==> config.mk <==
export PLATFORM = sky130hd
export DESIGN_NAME = pattern_burst_uart
export DESIGN_NICKNAME = d
export VERILOG_FILES = /design/src/rtl/pattern_burst_uart.sv
export SDC_FILE = /design/constraint.sdc
export NUM_CORES = 1
export LEC_CHECK = 0
export CAP_MARGIN = 10
export CORE_ASPECT_RATIO = 1.4
export CORE_MARGIN = 2
export CORE_UTILIZATION = 45
export DETAILED_ROUTE_END_ITERATION = 12
export PLACE_DENSITY = 0.72
export SLEW_MARGIN = 10
export SYNTH_ARGS = -nofsm -noshare
export SYNTH_HDL_FRONTEND = slang
export SYNTH_HIERARCHICAL = 1
export SYNTH_SLANG_ARGS = --single-unit
==> constraint.sdc <==
create_clock -name clk -period 3.4 [get_ports clk]
set_input_delay 0.51 -clock clk [delete_from_list [all_inputs] [get_ports clk]]
set_output_delay 0.51 -clock clk [all_outputs]
set_load 0.005 [all_outputs]
==> src/rtl/pattern_burst_uart.sv <==
// pattern_burst_uart: bring-up traffic source. Every PERIOD clocks a burst of
// BURST pattern words (Johnson, increment or PRBS) is written into an internal
// FIFO-fed UART transmitter. Writes respect FIFO full; late slots are flagged.
// Optional build macro: PATTERN_BURST_HEADER_EN prefixes each burst with one
// header word holding the completed-burst count.

// Small FIFO in front of an 8N1-style serialiser (start, WIDTH data LSB first, stop).
module fifo_uart #(
    parameter int WIDTH   = 8,
    parameter int DIVISOR = 9,
    parameter int DEPTH   = 8,
    parameter int LEVEL   = 2
) (
    input  logic             clk,
    input  logic             i_reset,
    input  logic             i_enable,
    input  logic             i_wr,
    input  logic [WIDTH-1:0] i_data,
    output logic             o_full,
    output logic             o_almost_full,
    output logic             o_almost_empty,
    output logic             o_tx
);
    localparam int PTR_W  = (DEPTH > 1) ? $clog2(DEPTH) : 1;
    localparam int CNT_W  = $clog2(DEPTH + 1);
    localparam int BAUD_W = (DIVISOR > 1) ? $clog2(DIVISOR) : 1;
    localparam int BIT_W  = $clog2(WIDTH + 2);

    logic [WIDTH-1:0]  mem_q [DEPTH];
    logic [PTR_W-1:0]  wr_ptr_q, rd_ptr_q;
    logic [CNT_W-1:0]  count_q;
    logic              active_q;
    logic [BAUD_W-1:0] baud_q;
    logic [BIT_W-1:0]  bits_q;
    logic [WIDTH:0]    shreg_q;
    logic              tx_q;
    logic              wr_s, rd_s;

    // Accept writes only when there is room; pop when the serialiser is free.
    always_comb begin
        wr_s = i_wr && (count_q != CNT_W'(DEPTH));
        rd_s = !active_q && i_enable && (count_q != CNT_W'(0));
    end

    assign o_full         = (count_q == CNT_W'(DEPTH));
    assign o_almost_full  = (count_q >= CNT_W'(DEPTH - LEVEL));
    assign o_almost_empty = (count_q <= CNT_W'(LEVEL));
    assign o_tx           = tx_q;

    // Storage array; contents are don't-care until written.
    always_ff @(posedge clk) begin
        if (wr_s) begin
            mem_q[wr_ptr_q] <= i_data;
        end
    end

    // Pointers and occupancy.
    always_ff @(posedge clk) begin
        if (i_reset) begin
            wr_ptr_q <= PTR_W'(0);
            rd_ptr_q <= PTR_W'(0);
            count_q  <= CNT_W'(0);
        end else begin
            if (wr_s) begin
                wr_ptr_q <= (wr_ptr_q == PTR_W'(DEPTH - 1)) ? PTR_W'(0) : wr_ptr_q + PTR_W'(1);
            end
            if (rd_s) begin
                rd_ptr_q <= (rd_ptr_q == PTR_W'(DEPTH - 1)) ? PTR_W'(0) : rd_ptr_q + PTR_W'(1);
            end
            case ({wr_s, rd_s})
                2'b10:   count_q <= count_q + CNT_W'(1);
                2'b01:   count_q <= count_q - CNT_W'(1);
                default: count_q <= count_q;
            endcase
        end
    end

    // Serialiser: a popped word goes out as start bit, data bits, stop bit.
    always_ff @(posedge clk) begin
        if (i_reset) begin
            active_q <= 1'b0;
            tx_q     <= 1'b1;
            baud_q   <= BAUD_W'(0);
            bits_q   <= BIT_W'(0);
            shreg_q  <= {(WIDTH + 1){1'b0}};
        end else if (rd_s) begin
            active_q <= 1'b1;
            tx_q     <= 1'b0;
            baud_q   <= BAUD_W'(0);
            bits_q   <= BIT_W'(WIDTH + 1);
            shreg_q  <= {1'b1, mem_q[rd_ptr_q]};
        end else if (active_q) begin
            if (baud_q == BAUD_W'(DIVISOR - 1)) begin
                baud_q <= BAUD_W'(0);
                if (bits_q == BIT_W'(0)) begin
                    active_q <= 1'b0;
                end else begin
                    tx_q    <= shreg_q[0];
                    shreg_q <= {1'b1, shreg_q[WIDTH:1]};
                    bits_q  <= bits_q - BIT_W'(1);
                end
            end else begin
                baud_q <= baud_q + BAUD_W'(1);
            end
        end
    end
endmodule

module pattern_burst_uart #(
    parameter int WIDTH   = 8,
    parameter int DIVISOR = 9,
    parameter int DEPTH   = 8,
    parameter int LEVEL   = 2,
    parameter int PERIOD  = 1000000,
    parameter int BURST   = 4
) (
    input  logic        clk,
    input  logic        i_reset,
    input  logic        i_gen_en,
    input  logic        i_tx_en,
    input  logic [1:0]  i_mode,
    output logic        o_tx,
    output logic        o_busy,
    output logic        o_stall,
    output logic        o_overrun,
    output logic [15:0] o_burst_cnt
);
    localparam int          CNT_W     = (PERIOD > 1) ? $clog2(PERIOD) : 1;
    localparam int          WL_W      = $clog2(BURST + 1);
    localparam logic [15:0] LFSR_SEED = 16'hACE1;

    typedef enum logic [1:0] {
        ST_IDLE = 2'd0,
        ST_HDR  = 2'd1,
        ST_FILL = 2'd2
    } state_t;

    // One Johnson step: shift left, complement of the MSB enters at bit 0.
    function automatic logic [WIDTH-1:0] johnson_step(input logic [WIDTH-1:0] w);
        return {w[WIDTH-2:0], ~w[WIDTH-1]};
    endfunction

    // One PRBS step: x^16+x^14+x^13+x^11+1, shift left, feedback into bit 0.
    function automatic logic [15:0] lfsr_step(input logic [15:0] s);
        return {s[14:0], s[15] ^ s[13] ^ s[12] ^ s[10]};
    endfunction

    state_t            state_q;
    logic [CNT_W-1:0]  cnt_q;
    logic [1:0]        mode_q;
    logic [WL_W-1:0]   words_left_q;
    logic [15:0]       burst_cnt_q;
    logic              overrun_q;
    logic [WIDTH-1:0]  john_q, john_d;
    logic [WIDTH-1:0]  inc_q, inc_d;
    logic [15:0]       lfsr_q, lfsr_d;

    logic              slot_s, in_write_s, w_en_s, reseed_s, adv_s;
    logic [1:0]        mode_norm_s;
    logic [WIDTH-1:0]  wr_data_s;
    logic              fifo_full_s;
    logic              unused_afull_s, unused_aempty_s;

    // Slot detection, write strobe and the word presented to the FIFO.
    always_comb begin
        slot_s      = i_gen_en && (cnt_q == CNT_W'(PERIOD - 1));
        mode_norm_s = (i_mode == 2'b11) ? 2'b01 : i_mode;
        in_write_s  = (state_q == ST_HDR) || (state_q == ST_FILL);
        w_en_s      = in_write_s && !fifo_full_s;
        reseed_s    = (state_q == ST_IDLE) && slot_s && (mode_norm_s != mode_q);
        adv_s       = w_en_s && (state_q == ST_FILL);
        if (state_q == ST_HDR) begin
            wr_data_s = burst_cnt_q[WIDTH-1:0];
        end else begin
            case (mode_q)
                2'b00:   wr_data_s = john_q;
                2'b10:   wr_data_s = lfsr_q[WIDTH-1:0];
                default: wr_data_s = inc_q;
            endcase
        end
    end

    // Generator next state: reseed on a mode switch at burst start, step on payload writes.
    always_comb begin
        john_d = john_q;
        inc_d  = inc_q;
        lfsr_d = lfsr_q;
        if (reseed_s) begin
            case (mode_norm_s)
                2'b00:   john_d = {WIDTH{1'b1}};
                2'b10:   lfsr_d = LFSR_SEED;
                default: inc_d  = {WIDTH{1'b0}};
            endcase
        end else if (adv_s) begin
            case (mode_q)
                2'b00:   john_d = johnson_step(john_q);
                2'b10:   lfsr_d = lfsr_step(lfsr_q);
                default: inc_d  = inc_q + WIDTH'(1'b1);
            endcase
        end else begin
            john_d = john_q;
            inc_d  = inc_q;
            lfsr_d = lfsr_q;
        end
    end

    // Pattern generator registers.
    always_ff @(posedge clk) begin
        if (i_reset) begin
            john_q <= {WIDTH{1'b1}};
            inc_q  <= {WIDTH{1'b0}};
            lfsr_q <= LFSR_SEED;
        end else begin
            john_q <= john_d;
            inc_q  <= inc_d;
            lfsr_q <= lfsr_d;
        end
    end

    // Period counter: wraps at PERIOD-1, frozen while generation is disabled.
    always_ff @(posedge clk) begin
        if (i_reset) begin
            cnt_q <= CNT_W'(0);
        end else if (i_gen_en) begin
            cnt_q <= (cnt_q == CNT_W'(PERIOD - 1)) ? CNT_W'(0) : cnt_q + CNT_W'(1);
        end
    end

    // Burst FSM with overrun flag and completed-burst counter.
    always_ff @(posedge clk) begin
        if (i_reset) begin
            state_q      <= ST_IDLE;
            mode_q       <= 2'b01;
            words_left_q <= WL_W'(0);
            burst_cnt_q  <= 16'd0;
            overrun_q    <= 1'b0;
        end else begin
            if (slot_s && (state_q != ST_IDLE)) begin
                overrun_q <= 1'b1;
            end
            case (state_q)
                ST_IDLE: begin
                    if (slot_s) begin
                        mode_q       <= mode_norm_s;
                        words_left_q <= WL_W'(BURST);
`ifdef PATTERN_BURST_HEADER_EN
                        state_q      <= ST_HDR;
`else
                        state_q      <= ST_FILL;
`endif
                    end
                end
                ST_HDR: begin
                    if (w_en_s) begin
                        state_q <= ST_FILL;
                    end
                end
                ST_FILL: begin
                    if (w_en_s) begin
                        words_left_q <= words_left_q - WL_W'(1);
                        if (words_left_q == WL_W'(1)) begin
                            state_q     <= ST_IDLE;
                            burst_cnt_q <= burst_cnt_q + 16'd1;
                        end
                    end
                end
                default: state_q <= ST_IDLE;
            endcase
        end
    end

    assign o_busy      = (state_q != ST_IDLE);
    assign o_stall     = in_write_s && fifo_full_s;
    assign o_overrun   = overrun_q;
    assign o_burst_cnt = burst_cnt_q;

    fifo_uart #(
        .WIDTH   (WIDTH),
        .DIVISOR (DIVISOR),
        .DEPTH   (DEPTH),
        .LEVEL   (LEVEL)
    ) u_fifo_uart (
        .clk            (clk),
        .i_reset        (i_reset),
        .i_enable       (i_tx_en),
        .i_wr           (w_en_s),
        .i_data         (wr_data_s),
        .o_full         (fifo_full_s),
        .o_almost_full  (unused_afull_s),
        .o_almost_empty (unused_aempty_s),
        .o_tx           (o_tx)
    );
endmodule
* Yosys cells after proc, flatten, opt, wreduce, memory -nomap -nowiden *
Memory sizes are Yosys's and may differ from the RTL's. A register that Yosys moved wholly into a read port is not among the register bits.
Index checks and enable logic that the tools add are counted.
Widths: inputs -> output; s select.

storage, ports and cells
  bits in registers = 105
  memory bits (writable) = 64
  input port bits = 6
  output and inout bits = 20
  word-level logic and storage cells = 144
  memories kept = 1

memories
  memory             depth  width  read ports  clocked after memory_dff  write ports  line  text
  u_fifo_uart.mem_q  8      8      1           1                         1            29    logic [WIDTH-1:0] mem_q [DEPTH];

operators by class
  $add $sub $neg = 10
  equality and inequality tests = 24
  muxes and demuxes = 48
  bitwise logic cells = 5
  reductions and logical operators = 38

operators by type and width
  kind                   number
  $mux 8                 9
  $mux 16                4
  $mux 9                 4
  $reduce_and 3->1       7
  $add 20x1->20 const B  1
  $eq 20x20->1 const B   1
  $mux 20                1
  $mux 4                 5
  $mux 3                 6
  $add 16x1->16 const B  1
  $pmux 8 s2             1
  $reduce_bool 2->1      8
  $ne 2x1->1 const B     7
  $eq 2x2->1 const B     5
  $logic_and 1x1->1      10
  $mux 1                 10
  $mux 2                 5
  $add 4x1->4 const B    2
  $add 8x1->8 const B    1
  $eq 4x4->1 const B     2
  $pmux 4 s2             1
  $sub 4x1->4 const B    2
  $add 3x1->3 const B    2
  $eq 3x3->1 const B     2
  18 further kinds       28

* Depth between registers and ports, before layout *
Gate-level depths: netlist of run 1.

  depth after elaboration = 6
  gate-level depth with buffers = 13
  gate-level depth less buffers = 11

* Hierarchy *
Netlist of run 1, hierarchy kept.

by module, submodules not included
  module              times used  cells an instance  area an instance (um^2)  seq. area each (um^2)
  fifo_uart           1           262                4043.9                   2562.5
  pattern_burst_uart  1           397                3493.4                   1501.4

* Worst setup path before layout of run 1 *
No wires, ideal clock.

  path kind = register to register
  start point = register u_fifo_uart.count_q[1]
  end point = register u_fifo_uart.count_q[2]
  library setup time = 71 ps
  data arrival time = 2592 ps
  required time = 3329 ps
  path slack = 738 ps
  stages on the path, launching flop included = 14
  buffers on the path = 2
  clock period less this slack = 2662 ps
  cell sequence = dfxtp_1 > buf_6 > nor4b_2 > nand2b_1 > inv_1 > nand2b_1 > buf_2 > ha_1 > xor2_1 > ha_1 > a21oi_1 > xor2_1 > or3_1 > a21oi_1

on the way
  word-level cells in the longest chain between the ends = 6
  elaborated cells on any way between the ends = 13
  those cells by class = 2 x add/sub; 4 x eq/ne; 1 x mux; 6 x reduce/logical

RTL lines
  item                                             line  text
  from (decl)                                      31    logic [CNT_W-1:0] count_q;
  from (signal assigned)                           71    2'b10: count_q <= count_q + CNT_W'(1);
  from (signal assigned)                           72    2'b01: count_q <= count_q - CNT_W'(1);
  from (signal assigned)                           73    default: count_q <= count_q;
  $eq 4x4->1 *                                     45    assign o_full = (count_q == CNT_W'(DEPTH));
  via fifo_full_s                                  161   logic fifo_full_s;
  $logic_not 1->1 *                                169   w_en_s = in_write_s && !fifo_full_s;
  $logic_and 1x1->1 *                              169
  via w_en_s                                       158   logic slot_s, in_write_s, w_en_s, reseed_s, adv_s;
  $logic_and 1x1->1 *                              41    wr_s = i_wr && (count_q != CNT_W'(DEPTH));
  $eq 2x1->1 or $eq 2x2->1 (tied branches)         70    case ({wr_s, rd_s})
  $pmux 4 s2 or $reduce_bool 2->1 (tied branches)  --

Mark *: on every way through the listed nets, which the timed path passes. The rest lies on a longest branch.
A chain may end at the register's enable or synchronous reset.

* Final worst setup path of run 1 *
  start point = register u_fifo_uart.count_q[0]
  end point = register u_fifo_uart.count_q[2]

on the way
  elaborated cells on any way between the ends = 13
  those cells by class = 2 x add/sub; 4 x eq/ne; 1 x mux; 6 x reduce/logical

RTL lines
  item                                             line  text
  $reduce_bool 4->1 *                              42    rd_s = !active_q && i_enable && (count_q != CNT_W'(0));
  $logic_and 1x1->1 *                              42
  via u_fifo_uart.rd_s                             37    logic wr_s, rd_s;
  $eq 2x1->1 or $eq 2x2->1 (tied branches)         70
  $pmux 4 s2 or $reduce_bool 2->1 (tied branches)  --

Marked as above.

==> metrics.md, run 1 <==
| Metric | Value |
|---|---|
| Gr usage total | 0.166 |
| Outcome | complete, no violations |
| Post-CTS Resized | 0 |
| Port bufs | 25 |
| Final Cycle Share | 0.792 |
| Max-Slew Margin vs Limit | 0.353 |
| Comb pwr share | 0.011 |
| # H-tree levels | 4 |
| # setup viols final | 0 |
| Clock Tree Root | clkbuf_16 |
| Depth of the worst register-to-register path | 10 |
| CTS Buf Count | 17 |
| Crit-path cells | or4_4, nand3b_4, inv_2, ha_1, xor2_1, ha_1, a21oi_1, xor2_1, or3_1, a21oi_1 |
| Site Rows | 55 |
| Final Cell Area | 8420 sq um |
| CTS Hold Bufs | 0 |
| Maximum vdd drop | between 0.2 and 0.3 mV |
| DRT Pass-1 Iters | 4 |
| Max Cap Viol | 0 |
| Req. time, crit path | between 3 and 4 ns |
| Vias in the first global route | about 4800 |
| Initial antenna violation count | 0 |
| Clk pwr share | 0.455 |
| Netlist Area Pre-Place | about 7500 sq um |
| Worst path max stage delay | roughly 0.57 ns |
| Design Power | ~4000 uW |
| Die Ht | between 150 and 200 um |
| Initial Utilization | 0.463 |
| Die X | about 110 um |
| GRT overflow | 0 |
| Post-layout min period | 2.69 ns |
| Final hold violation count | 0 |
| WHS Path Cells | 2 |
| Slowest-stage cell, CP | or4_4 |
| Pins Over Slew Limit | 0 |
| Post-DP Area | roughly 8000 sq um |
| NetSw | 817 uW |
| Nets@finish | 701 |
| Hpwl dp | slightly below 10 mm |
| ANT nets after route | 0 |
| Hold WC Path Type | reg2reg |
| Pin count of the biggest net entering global routing | between 40 and 50 |
| Syn_area_per_cell | roughly 11 sq um |
| Setup Skew | between 0.006 and 0.007 ns |
| Crit path depth | 10 |
| Syn Inst Count | about 660 |
| Delay-heaviest family, CP | simple AND/OR/NAND/NOR gates |
| Post-Syn Nets | 678 |
| Crit-path max FO | 17 |
| DR iter-0 viols | approximately 260 |
| Sum Neg Setup Slack | 0 ns |
| Layout area overhead | 11.9% |
| Core area | 16200 sq um |
| Crit path DAT | 3.04 ns |
| Clock transition at path regs | ~0.060 ns |
| Internal power | 3140 uW |
| Worst skew pair latency | 0.42 ns |
| Final Wtd Congestion | roughly 0.76 |
| Fmax | approximately 370 MHz |
| TritonCTS clock tree | built |
| Share of cells above drive strength 1 | 0.140 |
| CP Buf/Inv Count | 1 |
| Routed vias/inst | about 5.4 |
| CP endpoint kind | flip-flop |
| Top Ports | 26 |
| Worst Tran Pin Value | 0.960 ns |
| Setup crit start kind | flip-flop |
| RSZ-0062 raised after global routing | false |
| Routed len/inst | between 15 and 20 um |
| Yosys warnings | 6 |
| Residual DRC count | 0 |
| Clk sinks | around 170 |
| Vias | 4834 |
| First-pass GRT wire length | approximately 23 mm |
| Crit Path Category | reg2reg |
| Sw Share | 0.207 |
| Cell Pwr Density | ~470 nW/um^2 |
| Fill cell count | 1415 |
| Ant diodes | 0 |
| Sequential power share | 0.534 |
| DIE AREA | approximately 18000 sq um |
| Number of setup buffers added after CTS | 0 |
| Static Leak | about 0.0028 uW |
| Final wirelength | 13.8 mm |
| Max clock buf depth | 2 |
tightest hold or removal path: cells and delay by family (launching register included):
kind	cells	cell delay, ns
flops	1	0.31
simple gates	1	0.05
compound gates	1	0.05
layout by cell type, fill, tap and decap left out, drive strengths merged, types with 15 or more instances in the layout:
cell type      instances
xnor2                 19
ha                    15
mux2i                 32
nand3                 20
mux4                  16
or3                   17
inv                   24
dfxtp                107
edfxtp                64
nand2                 50
clkdlybuf4s50         24
a21oi                 27
nand4                 15
nor2                  68
clkbuf                19
o21ai                 26
nor3                  16
xor2                  30
registers in the layout, summed over array words and instances, names as in the netlist, 8 cells and up, named ones only:
name,flops
u_fifo_uart/mem_q,64
cnt_q,20
lfsr_q,16
o_burst_cnt,16
u_fifo_uart/shreg_q,9
inc_q,8
john_q,8
layout make-up:
| type | instances | area [sq um] | area share |
|---|---|---|---|
| Timing Repair Buffer | 38 | 343 | 0.0407 |
| Sequential cell | 171 | 4060 | 0.483 |
| Tap cell | 199 | 249 | 0.0296 |
| Clock buffer | 19 | 433 | 0.0514 |
| Multi-Input combinational cell | 432 | 3140 | 0.373 |
| Inverter | 20 | 75.1 | 0.00892 |
| Clock inverter | 13 | 119 | 0.0141 |
power by group through the flow:
stage,logic (uW),clock network (uW),registers (uW)
floorplan,32.3,0,2160
finish,44.4,1800,2110
CTS,44.5,1840,2110
detailed placement,44.4,0,2160
global route,49.1,1940,2110
global placement,42.5,0,2160
final timing paths:
kind | slack [ns] | endpoint | from
setup / recovery | 0.71 | u_fifo_uart/count_q[2] | u_fifo_uart/count_q[0]
hold / removal | 0.46 | lfsr_q[9] | lfsr_q[8]
setup reg to reg | 0.71 | u_fifo_uart/count_q[2] | u_fifo_uart/count_q[0]
hold reg to reg | 0.46 | lfsr_q[9] | lfsr_q[8]
metrics by stage:
step	worst slack (ns)	hold slack [ns]	std cells	utilization
after floorplan	0.742	0.427	657	-
after global placement	0.710	0.435	860	0.484
after detailed placement	0.595	0.454	860	0.484
after CTS	0.687	0.464	892	0.518
after global routing	0.524	0.484	892	0.518
final	0.707	0.455	892	0.518
routing by layer:
metal,part of all wire,GRT usage,vias to the layer above
li1,-,-,2390
met1,0.41,0.182,2343
met2,0.54,0.311,82
met3,0.028,0.0323,19
met4,0.019,0.0662,0
met5,0,0,-
Note: power is estimated with default switching activity, not from simulation.
==> run 2: changes to the inputs <==
==> constraint.sdc (replaced) <==
create_clock -name clk -period 2.6 [get_ports clk]
set_input_delay 0.39 -clock clk [delete_from_list [all_inputs] [get_ports clk]]
set_output_delay 0.39 -clock clk [all_outputs]
set_load 0.005 [all_outputs]
==> run 2 against run 1 <==
Net effect:
- core utilization is 0.49 points higher
- critical path depth stayed put
- sequential cell count stayed put
- routed wire length is 0.76% higher
- hold slack worse by 0.075 ns
- die area stayed put
- non-clock buffer count is 11 higher
- largest cell class unchanged
- largest power group unchanged
- highest routed layer unchanged
==> metrics.md, run 2 (synthesis gave the netlist of run 1 again) <==
| Metric | Value |
|---|---|
| Outcome | complete, no violations |
| Commonest cells after routing, fill and taps aside | dfxtp_1 (104), nor2_1 (68), edfxtp_1 (64) |
| Routed vias/inst | 5.41 (-0.11%) |
| Max Cap Viol | 0 (unchanged) |
| Setup crit start kind | flip-flop |
| CTS Buf Count | 17 (unchanged) |
| Max-Slew Margin vs Limit | 0.385 (+0.0320) |
| Fmax | 414 MHz (+12%) |
| Slowest-stage cell, CP | or4_4 |
| Clock transition at path regs | 0.06 ns (about the same) |
| First-pass GRT wire length | 23.5 mm (+0.47%) |
| Commonest non-fill, non-tap cell in the layout | dfxtp_1 |
| Max clock buf depth | 2 (unchanged) |
| # setup viols final | 0 (unchanged) |
| Number of flip-flops in the largest register | 64 (unchanged) |
| Vias in the first global route | 4927 (+1.7%) |
| Initial antenna violation count | 0 (unchanged) |
| Biggest register | u_fifo_uart/mem_q |
| Hold WC Path Type | in2reg |
| Crit-path max FO | 7 (-10) |
| # H-tree levels | 4 (unchanged) |
| Final wirelength | 13.9 mm (+0.76%) |
| Final Wtd Congestion | 0.787 (+3.2%) |
| Pre-CTS setup slack | 0.112 ns (-0.483 ns) |
| Sum Neg Setup Slack | 0 ns (unchanged) |
| Final Cycle Share | 0.929 (+0.136) |
| DIE AREA | 17800 sq um (unchanged) |
| Top Ports | 26 (unchanged) |
| RSZ-0062 raised after global routing | false |
| Pins Over Slew Limit | 0 (unchanged) |
| ANT nets after route | 0 (unchanged) |
| GRT overflow | 0 (unchanged) |
| Clk sinks | 171 (unchanged) |
| Crit path DAT | 2.76 ns (-0.28 ns) |
| Grt met3 use | 0.0427 (+0.0104) |
| TritonCTS clock tree | built |
| Req. time, crit path | 2.94 ns (-0.81 ns) |
| Share of cells above drive strength 1 | 0.159 (+0.0191) |
| Grt met1 use | 0.185 (+0.00276) |
| CP Launch Point | u_fifo_uart/count_q[0] |
| Setup Skew | 0.0118 ns (+0.00499 ns) |
| Core area | 16200 sq um (unchanged) |
| Routed len/inst | 15.4 um (-0.47%) |
| Static Leak | 0.00290 uW (+2.3%) |
| Worst hold start | i_reset |
| Reg-to-reg slack, setup | 0.19 ns (-0.52 ns) |
| Clock Tree Root | clkbuf_16 |
| Port bufs | 25 (unchanged) |
| Worst path max stage delay | 0.54 ns (-0.03 ns) |
| Hpwl dp | 9.79 mm (+1.5%) |
| Cell Pwr Density | 603 nW/um^2 (+28%) |
| Maximum vdd drop | 0.438 mV (+55%) |
| Crit-path cells | or4_4, nand3b_4, inv_2, ha_1, xor2_1, ha_1, a21oi_1, xor2_1, or3_1, a21oi_1 |
| CP endpoint kind | flip-flop |
| DR iter-0 viols | 221 (-13%) |
| Worst skew pair latency | 0.43 ns (about the same) |
| Reg2reg start | u_fifo_uart/count_q[0] |
| Peak-usage layer in the global routing report | met2 |
| GR Util met2 | 0.305 (-0.00542) |
| Biggest regs | u_fifo_uart/mem_q x64, cnt_q x20 |
| Post-layout min period | 2.41 ns (-0.279 ns) |
| CTS Hold Bufs | 0 (unchanged) |
| Residual DRC count | 0 (unchanged) |
| Minimum hold slack | 0.380 ns (-0.0752 ns) |
| Initial Utilization | 0.463 (unchanged) |
| Ant diodes | 0 (unchanged) |
| Worst Tran Pin Value | 0.913 ns (-0.0476 ns) |
| Gr usage total | 0.166 (+0.000671) |
| Die Ht | 157 um (unchanged) |
| Site Rows | 55 (unchanged) |
| Layout area overhead | 13.0% |
| DRT Pass-1 Iters | 5 (+1) |
| Pin count of the biggest net entering global routing | 26 (-40%) |
| Setup ws final | 0.186 ns (-0.521 ns) |
| Vias | 4888 (+1.1%) |
| Nets@finish | 712 (+1.6%) |
| Final hold violation count | 0 (unchanged) |
| Crit Path Category | reg2reg |
| Die X | 113 um (unchanged) |
-- run 2: cell count changes in the layout (fill, tap and decap cells not counted), sizes merged --
cell      previous run  this run
bufinv               1         0
inv                 24        27
clkinvlp             2         0
buf                 14        25
clkinv               6         5
clkbuf              19        20
-- run 2: repair_timing --
| action | 4_1_cts | 5_1_grt |
|---|---|---|
| buffers inserted | 0 | 0 |
| endpoints found under the setup margin | 0 | 2 |
| gates resized for setup | 0 | 3 |
-- run 2: cell type report --
| class | instances | area (sq um) |
|---|---|---|
| flip-flops and latches | 171 | 4070 |
| repair buffers | 49 | 425 |
| multi-input cells | 432 | 3150 |
| clock buffers | 20 | 447 |
| well taps | 199 | 249 |
| inverters | 20 | 75.1 |
| fillers | 1403 | 7740 |
| clock inverters | 12 | 90.1 |
-- run 2: worst max-delay path, delay by kind of cell, from the launching register on --
kind	cells	cell delay, ns
flops	1	0.37
fa+ha+maj	2	0.41
compound gates	2	0.30
xor+xnor	2	0.25
buf+inv	1	0.07
simple gates	3	0.95
-- run 2: where the power goes --
part | switching [uW] | internal (uW) | total, uW
registers | 3.98 | 2760 | 2760
clock network | 1040 | 1260 | 2300
logic | 39.3 | 21.4 | 60.6
-- run 2: per-layer routing --
layer | up-vias | wire, um
li1 | 2416 | -
met1 | 2380 | 5740
met2 | 73 | 7490
met3 | 19 | 421
met4 | 0 | 223
met5 | - | 0
-- run 2: worst paths after layout --
check                                               to  depth (start not counted)
worst max-delay path            u_fifo_uart/count_q[2]                         10
worst min-delay path            u_fifo_uart/count_q[0]                          2
worst max register to register  u_fifo_uart/count_q[2]                         10
worst min register to register               lfsr_q[9]                          2
-- run 2: metrics by stage --
step	cell area (sq um)	instances	utilization	power [uW]
5_1_grt	8500	903	0.523	5290
4_1_cts	8500	903	0.523	5170
3_5_place_dp	7960	871	0.490	2880
3_3_place_gp	7960	871	0.490	2880
2_1_floorplan	7530	657	-	2860
6_report	8500	903	0.523	5120
==> run 3: changes to the inputs <==
==> constraint.sdc (replaced) <==
create_clock -name clk -period 2.4 [get_ports clk]
set_input_delay 0.36 -clock clk [delete_from_list [all_inputs] [get_ports clk]]
set_output_delay 0.36 -clock clk [all_outputs]
set_load 0.005 [all_outputs]
==> run 3 against run 2 <==
Net effect:
- routed wire length fell by 0.48%
- sequential share of layout area fell by 0.73 points
- via count down 0.57%
- largest cell class unchanged
- highest routed layer unchanged
==> metrics.md, run 3 (synthesis gave the netlist of run 1 again) <==
| Metric | Value |
|---|---|
| Outcome | complete, no violations |
| Core area | 16200 sq um (unchanged) |
| ANT nets after route | 0 (unchanged) |
| Port bufs | 25 (unchanged) |
| Vias in the first global route | 5110 (+3.7%) |
| Crit path DAT | 2.67 ns (-0.09 ns) |
| First-pass GRT wire length | 23.9 mm (+1.4%) |
| Commonest non-fill, non-tap cell in the layout | dfxtp_1 |
| Residual DRC count | 0 (unchanged) |
| Maximum vdd drop | 0.416 mV (-5.0%) |
| # H-tree levels | 4 (unchanged) |
| TritonCTS clock tree | built |
| Initial Utilization | 0.463 (unchanged) |
| Clock Tree Root | clkbuf_16 |
| Design Power | 5730 uW (+12%) |
| Site Rows | 55 (unchanged) |
| Sum Neg Setup Slack | 0 ns (unchanged) |
| Worst Tran Pin Value | 0.915 ns (+0.00253 ns) |
| Crit-path max FO | 7 (unchanged) |
| Pin count of the biggest net entering global routing | 38 (+46%) |
| Pins Over Slew Limit | 0 (unchanged) |
| Final hold violation count | 0 (unchanged) |
| Die Ht | 157 um (unchanged) |
| Cell Pwr Density | 664 nW/um^2 (+10%) |
| Final Wtd Congestion | 0.780 (-0.79%) |
| DRT Pass-1 Iters | 6 (+1) |
| Req. time, crit path | 2.74 ns (-0.20 ns) |
| Static Leak | 0.00294 uW (+1.4%) |
| Top Ports | 26 (unchanged) |
| Number of flip-flops in the largest register | 64 (unchanged) |
| Crit Path Category | reg2reg |
| Max-Slew Margin vs Limit | 0.383 (-0.00170) |
| CTS Buf Count | 17 (unchanged) |
| Die X | 113 um (unchanged) |
| Routed vias/inst | 5.35 (-1.2%) |
| Setup Skew | 0.0108 ns (-0.00100 ns) |
| Setup crit start kind | flip-flop |
| Vias | 4860 (-0.57%) |
| Final Cycle Share | 0.971 (+0.0424) |
| Ant diodes | 0 (unchanged) |
| RSZ-0062 raised after global routing | true |
| CP endpoint kind | flip-flop |
| GRT overflow | 0 (unchanged) |
| Hpwl dp | 9.70 mm (-0.99%) |
| Max Cap Viol | 0 (unchanged) |
| Commonest cells after routing, fill and taps aside | dfxtp_1 (105), nor2_1 (68), edfxtp_1 (64) |
| Initial antenna violation count | 0 (unchanged) |
| Routed len/inst | 15.2 um (-1.1%) |
| Post-layout min period | 2.33 ns (-0.0840 ns) |
| Biggest regs | u_fifo_uart/mem_q x64, cnt_q x20 |
| Nets@finish | 718 (+0.84%) |
| Minimum hold slack | 0.456 ns (+0.0757 ns) |
| # setup viols final | 0 (unchanged) |
| Layout area overhead | 14.8% |
| Gr usage total | 0.166 (-0.000329) |
| Max clock buf depth | 2 (unchanged) |
| Biggest register | u_fifo_uart/mem_q |
| Placed cells | 874 (+0.34%) |
| DIE AREA | 17800 sq um (unchanged) |
| Hold WC Path Type | reg2reg |
| Fmax | 429 MHz (+3.6%) |
| Clock transition at path regs | 0.07 ns (about the same) |
| Final wirelength | 13.8 mm (-0.48%) |
| Layout Cells excl Fill | 909 (+0.66%) |
| Clk sinks | 171 (unchanged) |
| DR iter-0 viols | 283 (+28%) |
| Share of cells above drive strength 1 | 0.177 (+0.0184) |
| Fin util | 0.532 (+0.00824) |
| Worst skew pair latency | 0.42 ns (about the same) |
[run 3: changes by cell type in the layout (fill, tap and decap cells not counted), sizes merged]
| cell | before | now |
|---|---|---|
| buf | 25 | 31 |
| bufinv | 0 | 1 |
| clkbuf | 20 | 17 |
| clkinvlp | 0 | 2 |
[run 3: worst paths after layout]
| check | start | endpoint | slack [ns] | cells after the start |
|---|---|---|---|---|
| max | u_fifo_uart/count_q[0] | u_fifo_uart/count_q[2] | 0.07 | 10 |
| min | lfsr_q[11] | lfsr_q[12] | 0.46 | 2 |
| max reg2reg | u_fifo_uart/count_q[0] | u_fifo_uart/count_q[2] | 0.07 | 10 |
| min reg2reg | lfsr_q[11] | lfsr_q[12] | 0.46 | 2 |
[run 3: final cells by class]
type / count / area (sq um)
inverters: 20 / 77.6
multi-input cells: 432 / 3180
well taps: 199 / 249
flip-flops and latches: 171 / 4070
fillers: 1404 / 7610
clock inverters: 15 / 159
clock buffers: 17 / 425
repair buffers: 55 / 470
[run 3: metrics by stage]
stage / setup slack, ns / area [sq um]
after floorplan: 0.00996 / 7570
after global placement: 0.0539 / 8010
after detailed placement: 0.00727 / 8010
after CTS: 0.0385 / 8600
after global routing: -0.0146 / 8630
final: 0.0699 / 8630
[run 3: critical path, stage by stage (launching register included)]
cell	delay (ns)
dfxtp_4	0.38
or4_4	0.54
nand3b_4	0.11
inv_4	0.05
ha_4	0.17
xor2_1	0.16
ha_2	0.20
a21oi_2	0.04
xor2_1	0.14
or3_1	0.33
a21oi_2	0.14
[run 3: timing repair]
item,CTS,global route
pin swaps,0,2
buffers inserted,0,3
hold buffers,0,0
resized for setup,1,5
endpoints found under the setup margin,1,3
[run 3: layer usage]
layer	share of wire	vias up	track usage	routed length [um]
li1	-	2425	-	-
met4	0.0070	0	0.0587	97
met1	0.41	2348	0.180	5660
met3	0.032	8	0.0408	436
met5	0	-	0	0
met2	0.55	79	0.312	7610
[run 3: where the power goes]
part           leakage, uW  switching [uW]  total, uW  internal [uW]
clock             0.000282            1200       2670           1470
sequential         0.00142            4.07       2990           2990
combinational      0.00124            41.5       63.4           21.8
total              0.00294            1250       5730           4480
